**src/rtl/dcache_pkg.sv**
```systemverilog
// Shared types and constants for the direct-mapped write-through data cache.
package dcache_pkg;

  typedef enum logic [1:0] {
    IDLE  = 2'd0,
    FILL  = 2'd1,
    WRITE = 2'd2,
    DONE  = 2'd3
  } state_t;

  localparam logic [1:0] MW_READ = 2'b00;
  localparam logic [1:0] MW_W32  = 2'b01;
  localparam logic [1:0] MW_W64  = 2'b10;

  localparam int OFF_W = 3;

  function automatic logic is_write(input logic [1:0] mw);
    return mw != MW_READ;
  endfunction

endpackage

```
**src/rtl/dcache_array.sv**
```systemverilog
// Valid/tag/data storage for dcache: synchronous write, combinational read.
module dcache_array #(
  parameter int N     = 64,
  parameter int LINES = 16,
  parameter int IW    = 4,
  parameter int TW    = 25
) (
  input  logic          clk,
  input  logic          reset,
  input  logic [IW-1:0] index,
  input  logic [TW-1:0] wtag,
  input  logic          we,
  input  logic [1:0]    wmask,
  input  logic [N-1:0]  wdata,
  output logic          rvalid,
  output logic [TW-1:0] rtag,
  output logic [N-1:0]  rdata
);

  logic [LINES-1:0] valid;
  logic [TW-1:0]    tags [LINES];
  logic [N-1:0]     data [LINES];

  always_ff @(posedge clk) begin
    if (reset)
      valid <= '0;
    else if (we)
      valid[index] <= 1'b1;
  end

  // Tag and data carry no reset; the valid bit alone qualifies them.
  always_ff @(posedge clk) begin
    if (we) begin
      tags[index] <= wtag;
      if (wmask[0]) data[index][31:0]  <= wdata[31:0];
      if (wmask[1]) data[index][N-1:32] <= wdata[N-1:32];
    end
  end

  assign rvalid = valid[index];
  assign rtag   = tags[index];
  assign rdata  = data[index];

endmodule

```
**src/rtl/dcache.sv**
```systemverilog
// Direct-mapped, write-through, no-write-allocate data cache controller.
module dcache
  import dcache_pkg::*;
#(
  parameter int N     = 64,
  parameter int LINES = 16,
  parameter int AW    = 32
) (
  input  logic         clk,
  input  logic         reset,
  input  logic         cpu_req,
  input  logic [1:0]   cpu_memwrite,
  input  logic [N-1:0] cpu_adr,
  input  logic [N-1:0] cpu_wdata,
  output logic [N-1:0] cpu_rdata,
  output logic         cpu_abort,
  output logic         hit,
  output logic         mem_req,
  output logic [1:0]   mem_memwrite,
  output logic [N-1:0] mem_adr,
  output logic [N-1:0] mem_wdata,
  input  logic [N-1:0] mem_rdata,
  input  logic         mem_val
);

  localparam int IW = $clog2(LINES);
  localparam int TW = AW - OFF_W - IW;

  state_t state, next_state;

  logic [N-1:0]  lat_adr;
  logic [N-1:0]  lat_wdata;
  logic [1:0]    lat_mw;

  logic [N-1:0]  lk_adr;
  logic [IW-1:0] lk_idx;
  logic [TW-1:0] lk_tag;
  logic          lk_hit;
  logic          rd_hit;
  logic          start;

  logic          arr_rvalid;
  logic [TW-1:0] arr_rtag;
  logic [N-1:0]  arr_rdata;
  logic          arr_we;
  logic [1:0]    arr_wmask;
  logic [N-1:0]  arr_wdata;

  logic          unused_adr;

  // Once a transaction is in flight the latch, not the core, addresses the array.
  assign lk_adr = (state == IDLE) ? cpu_adr : lat_adr;
  assign lk_idx = lk_adr[OFF_W+IW-1:OFF_W];
  assign lk_tag = lk_adr[AW-1:OFF_W+IW];
  assign lk_hit = arr_rvalid && (arr_rtag == lk_tag);
  assign unused_adr = ^{lk_adr[N-1:AW], lk_adr[OFF_W-1:0]};

  assign rd_hit = cpu_req && !is_write(cpu_memwrite) && lk_hit;
  assign start  = (state == IDLE) && cpu_req && !rd_hit;

  dcache_array #(
    .N     (N),
    .LINES (LINES),
    .IW    (IW),
    .TW    (TW)
  ) u_array (
    .clk    (clk),
    .reset  (reset),
    .index  (lk_idx),
    .wtag   (lk_tag),
    .we     (arr_we),
    .wmask  (arr_wmask),
    .wdata  (arr_wdata),
    .rvalid (arr_rvalid),
    .rtag   (arr_rtag),
    .rdata  (arr_rdata)
  );

  always_ff @(posedge clk) begin
    if (reset)
      state <= IDLE;
    else
      state <= next_state;
  end

  always_ff @(posedge clk) begin
    if (reset) begin
      lat_adr   <= '0;
      lat_wdata <= '0;
      lat_mw    <= MW_READ;
    end else if (start) begin
      lat_adr   <= cpu_adr;
      lat_wdata <= cpu_wdata;
      lat_mw    <= cpu_memwrite;
    end
  end

  always_comb begin
    next_state = state;
    case (state)
      IDLE:  if (start) next_state = is_write(cpu_memwrite) ? WRITE : FILL;
      FILL:  if (mem_val) next_state = DONE;
      WRITE: if (mem_val) next_state = DONE;
      DONE:  next_state = IDLE;
      default: next_state = IDLE;
    endcase
  end

  always_comb begin
    cpu_abort    = 1'b0;
    mem_req      = 1'b0;
    mem_memwrite = MW_READ;
    mem_adr      = lat_adr;
    mem_wdata    = lat_wdata;
    hit          = 1'b0;
    cpu_rdata    = '0;
    arr_we       = 1'b0;
    arr_wmask    = 2'b11;
    arr_wdata    = mem_rdata;
    if (!reset) begin
      hit       = lk_hit;
      cpu_rdata = arr_rdata;
      case (state)
        IDLE: cpu_abort = start;
        FILL: begin
          cpu_abort = 1'b1;
          mem_req   = 1'b1;
          mem_adr   = {lat_adr[N-1:OFF_W], {OFF_W{1'b0}}};
          arr_we    = mem_val;
        end
        WRITE: begin
          cpu_abort    = 1'b1;
          mem_req      = 1'b1;
          mem_memwrite = lat_mw;
          arr_we       = mem_val && lk_hit;
          if (lat_mw == MW_W32) begin
            arr_wmask = lat_adr[2] ? 2'b10 : 2'b01;
            arr_wdata = {lat_wdata[31:0], lat_wdata[31:0]};
          end else begin
            arr_wdata = lat_wdata;
          end
        end
        default: cpu_abort = 1'b0;
      endcase
    end
  end

endmodule

```
**config.mk**
```make
export PLATFORM = sky130hd
export DESIGN_NAME = dcache
export DESIGN_NICKNAME = d
export VERILOG_FILES = /design/src/rtl/dcache_pkg.sv /design/src/rtl/dcache_array.sv /design/src/rtl/dcache.sv
export SDC_FILE = /design/constraint.sdc
export NUM_CORES = 2
export LEC_CHECK = 0
export BUFFER_PORTS_ARGS = -buffer_cell sky130_fd_sc_hd__buf_2
export CORE_UTILIZATION = 55
export DETAILED_ROUTE_END_ITERATION = 7
export GPL_TIMING_DRIVEN = 0
export PLACE_DENSITY = 0.79
export REMOVE_ABC_BUFFERS = 1
export SYNTH_ARGS = -nofsm -noshare
export SYNTH_HDL_FRONTEND = slang
export SYNTH_SLANG_ARGS = --single-unit
```
**constraint.sdc**
```tcl
create_clock -name clk -period 7.5 [get_ports clk]
set_input_delay 1.5 -clock clk [delete_from_list [all_inputs] [get_ports clk]]
set_output_delay 1.5 -clock clk [all_outputs]
set_load 0.01 [all_outputs]
```
==> results <==
- The run finished, with violations left.
- The final reports fail on design-rule violations.
- The met1 global-route usage is 0.3844.
- The final weighted congestion in routability-driven placement is 0.7902.
- VDD sags by at most 0.2578 mV.
- For this block, the via count after detailed routing is 38.50k.
- The tree built by TritonCTS fans out to 1572 sinks.
- Of all nets on the critical path, the largest fanout is 55.
- The number of synthesized flops with an enable pin is 1424.
- The maximum buffer depth of the clock tree is 3.
- The number of warnings printed during yosys synthesis is 0.
- The area fraction of the dominant cell type after synthesis is 0.6713.
- The period utilization is 0.9588.
- The netlist area before placement is 63700 sq um.
- The number of setup violations in the final report is 0.
- The tree is rooted in a sky130_fd_sc_hd__clkbuf_16.
- The layout has 7289 filler cells.
- The average wire per cell in the routed design is 31.23 um.
- The async set-reset flop share out of synthesis is 0.
- The total CTS buffers is 158.
- The number of nets in the layout is 4371.
- The initial utilization of the core area, before any placement, comes to 0.5563.
- The clock period minus final worst setup slack is 7.191 ns.
- Using the TritonRoute via totals, the vias-per-cell ratio works out to 6.627.
- The data required time of the critical path is 6.00 ns.
- The commonest register cell after synthesis is sky130_fd_sc_hd__edfxtp_1.
- In the final layout, the share of cells above drive strength 1 is 0.2804.
- The first global-routing pass estimated 259100 um of wire.
- The clock arrives with 0.05286 ns of skew.
- In this run the tightest slew margin relative to its limit is 0.1759.
- Wires add up to 181400 um.
- Once placement finished, the instance area stood at 69940 sq um.
- The finished cells cover 75040 sq um.
- The floorplan step defined a die boundary enclosing 117200 sq um.
- In this run, the number of DRC markers left after iteration 0 of detailed routing was 5328.
- The number of hold buffers added after CTS was 0.
- From bottom edge to top edge, the die measures 342.3 um.
- The final-report max-slew violation count is 0.
- The peak-usage layer in the global routing report is met2.
- The area of the core is 114500 sq um.
- The count of state elements after synthesis is 1572.
- The leakage dissipation is 25.79 nW.
- The cell count after synthesis is 3711.
- The post-detailed-route DRC marker count is 6.
- Setup repair after global routing left no endpoint under its margin.
- The remaining antenna violation count after routing is 0.
- The startpoint class of the critical path is a flop.
- The max capacitance violation total is 0.
- Yosys attributes the largest share of cell area to sky130_fd_sc_hd__edfxtp_1, sky130_fd_sc_hd__mux4_2, sky130_fd_sc_hd__dfxtp_1.
- The most common cell in the synthesized netlist is sky130_fd_sc_hd__edfxtp_1.
- The slew of the pin with the lowest slew margin is 1.223 ns.
- The maximum operating frequency is 139.1 MHz.
- Counting instances in the post-synthesis netlist gives the leading cell types as sky130_fd_sc_hd__edfxtp_1, sky130_fd_sc_hd__a21o_1, sky130_fd_sc_hd__nand2b_1.
- The average footprint of a synthesized cell is 17.16 sq um.
- For the worst-skew pair, the clock arrives at the later sink with an insertion delay of 0.79 ns.
- The utilization after layout is 0.6554.
- The initialized floorplan defines 124 standard-cell rows.
- 395 I/O pins were placed.
- The layout overhead on the synthesized area is 17.81%.
- The areal power density over the cells is 343.2 nW/um^2.
- The final hold violation count came to 0.
- Summed over all instances, the cell type with the most area after synthesis is sky130_fd_sc_hd__edfxtp_1.
- The worst setup path is captured at a primary output.
- TritonCTS built the clock tree.
- The aggregate global routing overflow is 0.
- The count of buffers added on input and output ports is 394.
- The critical path arrival is 5.69 ns.
- After clock tree synthesis, the clock-pin slew on the worst setup and hold paths is 0.06 ns.
- The number of antenna violations at the first check in global routing is 7.
- The count of H-tree levels built during CTS is 4.
- In the global route stage, overall resource usage came out at 0.3079.
- In this run the horizontal extent of the chip is 342.3 um.
- The share of the Yosys chip area taken by registers is 0.7178.
- For this run, global-route usage on met2 was measured as 0.5072.
- Yosys mapped the design onto 57 distinct sky130hd cell types.
- Entering global routing, the biggest net connects 170 pins.
- In this run the worst hold path is classified as reg -> reg.
- The global routing usage on met3 is 0.06625.
- The first detailed-routing pass ran for 8 iterations.
- The via count of the first global-routing pass is 38.75k.
- The total half-perimeter wirelength after legalization and detailed placement is 111400 um.
- The critical path in this run is classified as reg -> out.
-- where the power goes --
group / total (mW) / switching [mW] / internal, mW
clock network: 7.75 / 3.44 / 4.31
logic: 7.58 / 4.37 / 3.20
registers: 10.4 / 0.205 / 10.2
-- per-layer routing --
metal,wire (um),share of wire,vias to the layer above
li1,-,-,15580
met1,62350,0.34,19340
met2,89410,0.49,2991
met3,19750,0.11,579
met4,9856,0.054,10
met5,66,0.00036,-
-- state kept, by name, summed over array words and instances (netlist names) --
register / cells
lat_mw: 2
lat_adr: 64
u_array.data: 1024
u_array.valid: 16
u_array.tags: 400
state: 2
mem_wdata: 64
-- worst max-delay path: stages, from the launching register on --
cell,delay [ns]
sky130_fd_sc_hd__dfxtp_1,0.32
sky130_fd_sc_hd__inv_1,0.17
sky130_fd_sc_hd__ha_4,0.27
sky130_fd_sc_hd__buf_16,0.25
sky130_fd_sc_hd__or3b_4,0.43
sky130_fd_sc_hd__buf_16,0.31
sky130_fd_sc_hd__nand2_2,0.37
sky130_fd_sc_hd__a2111o_1,0.55
sky130_fd_sc_hd__a2111oi_2,0.40
sky130_fd_sc_hd__xnor2_1,0.24
sky130_fd_sc_hd__nand4_1,0.30
sky130_fd_sc_hd__nor4_4,0.43
sky130_fd_sc_hd__buf_12,0.18
sky130_fd_sc_hd__a21oi_4,0.15
sky130_fd_sc_hd__o21a_1,0.24
sky130_fd_sc_hd__buf_2,0.14
-- final timing paths --
check / startpoint / end / slack [ns] / depth (start not counted)
worst max register to register: state[0] / u_array.data[2][43] / 0.36 / 20
worst max-delay path: state[0] / cpu_abort / 0.31 / 15
worst min-delay path: lat_adr[43] / lat_adr[43] / 0.47 / 2
worst min register to register: lat_adr[43] / lat_adr[43] / 0.47 / 2
-- cell families after synthesis --
group	count (synthesis)	share of synthesized area
simple gates	647	0.05435
xor+xnor	22	0.003025
fa+ha+maj	4	0.0007857
buf+inv	351	0.02640
mux	462	0.1258
compound gates	653	0.07185
flops	1572	0.7178
-- through the flow --
step	TNS (ns)	instances	total power, mW	setup WS (ns)	hold slack [ns]
after floorplan	-	3386	15.89	-17.56	0.4275
after global placement	-	5292	18.08	-33.32	0.4469
after detailed placement	-231.44	5519	18.00	-1.065	0.4521
after CTS	0	5805	25.73	0.1117	0.4725
after global routing	0	5806	26.48	0.06344	0.4884
final	0	5809	25.75	0.3088	0.4697
-- layout by cell type (no fill, tap or decap), types with 141 or more instances in the layout --
| cell type | n |
|---|---|
| sky130_fd_sc_hd__clkbuf_16 | 161 |
| sky130_fd_sc_hd__buf_2 | 393 |
| sky130_fd_sc_hd__mux2i_1 | 167 |
| sky130_fd_sc_hd__dfxtp_1 | 148 |
| sky130_fd_sc_hd__a21o_1 | 274 |
| sky130_fd_sc_hd__edfxtp_1 | 1424 |
| sky130_fd_sc_hd__o22ai_1 | 141 |
| sky130_fd_sc_hd__nand2_1 | 169 |
| sky130_fd_sc_hd__mux4_2 | 267 |
| sky130_fd_sc_hd__nand2b_1 | 267 |
-- what timing repair did --
| action | in CTS | in global routing |
|---|---|---|
| setup endpoints to repair | 331 | 12 |
| pin swaps | 1 | 1 |
| resized for setup | 2 | 1 |
| setup buffers | 1 | 0 |
| cloned | 0 | 1 |
-- final cells by class --
class	instances	area, sq um	area share
inverters	26	97.59	0.001300
multi-input cells	1789	16760	0.2234
well taps	1512	1892	0.02521
clock buffers	201	4199	0.05595
flip-flops and latches	1572	45720	0.6093
clock inverters	84	853.3	0.01137
diodes	3	7.507	0.0001000
repair buffers	622	5507	0.07338
No activity file was read; power rests on OpenSTA's default activity.
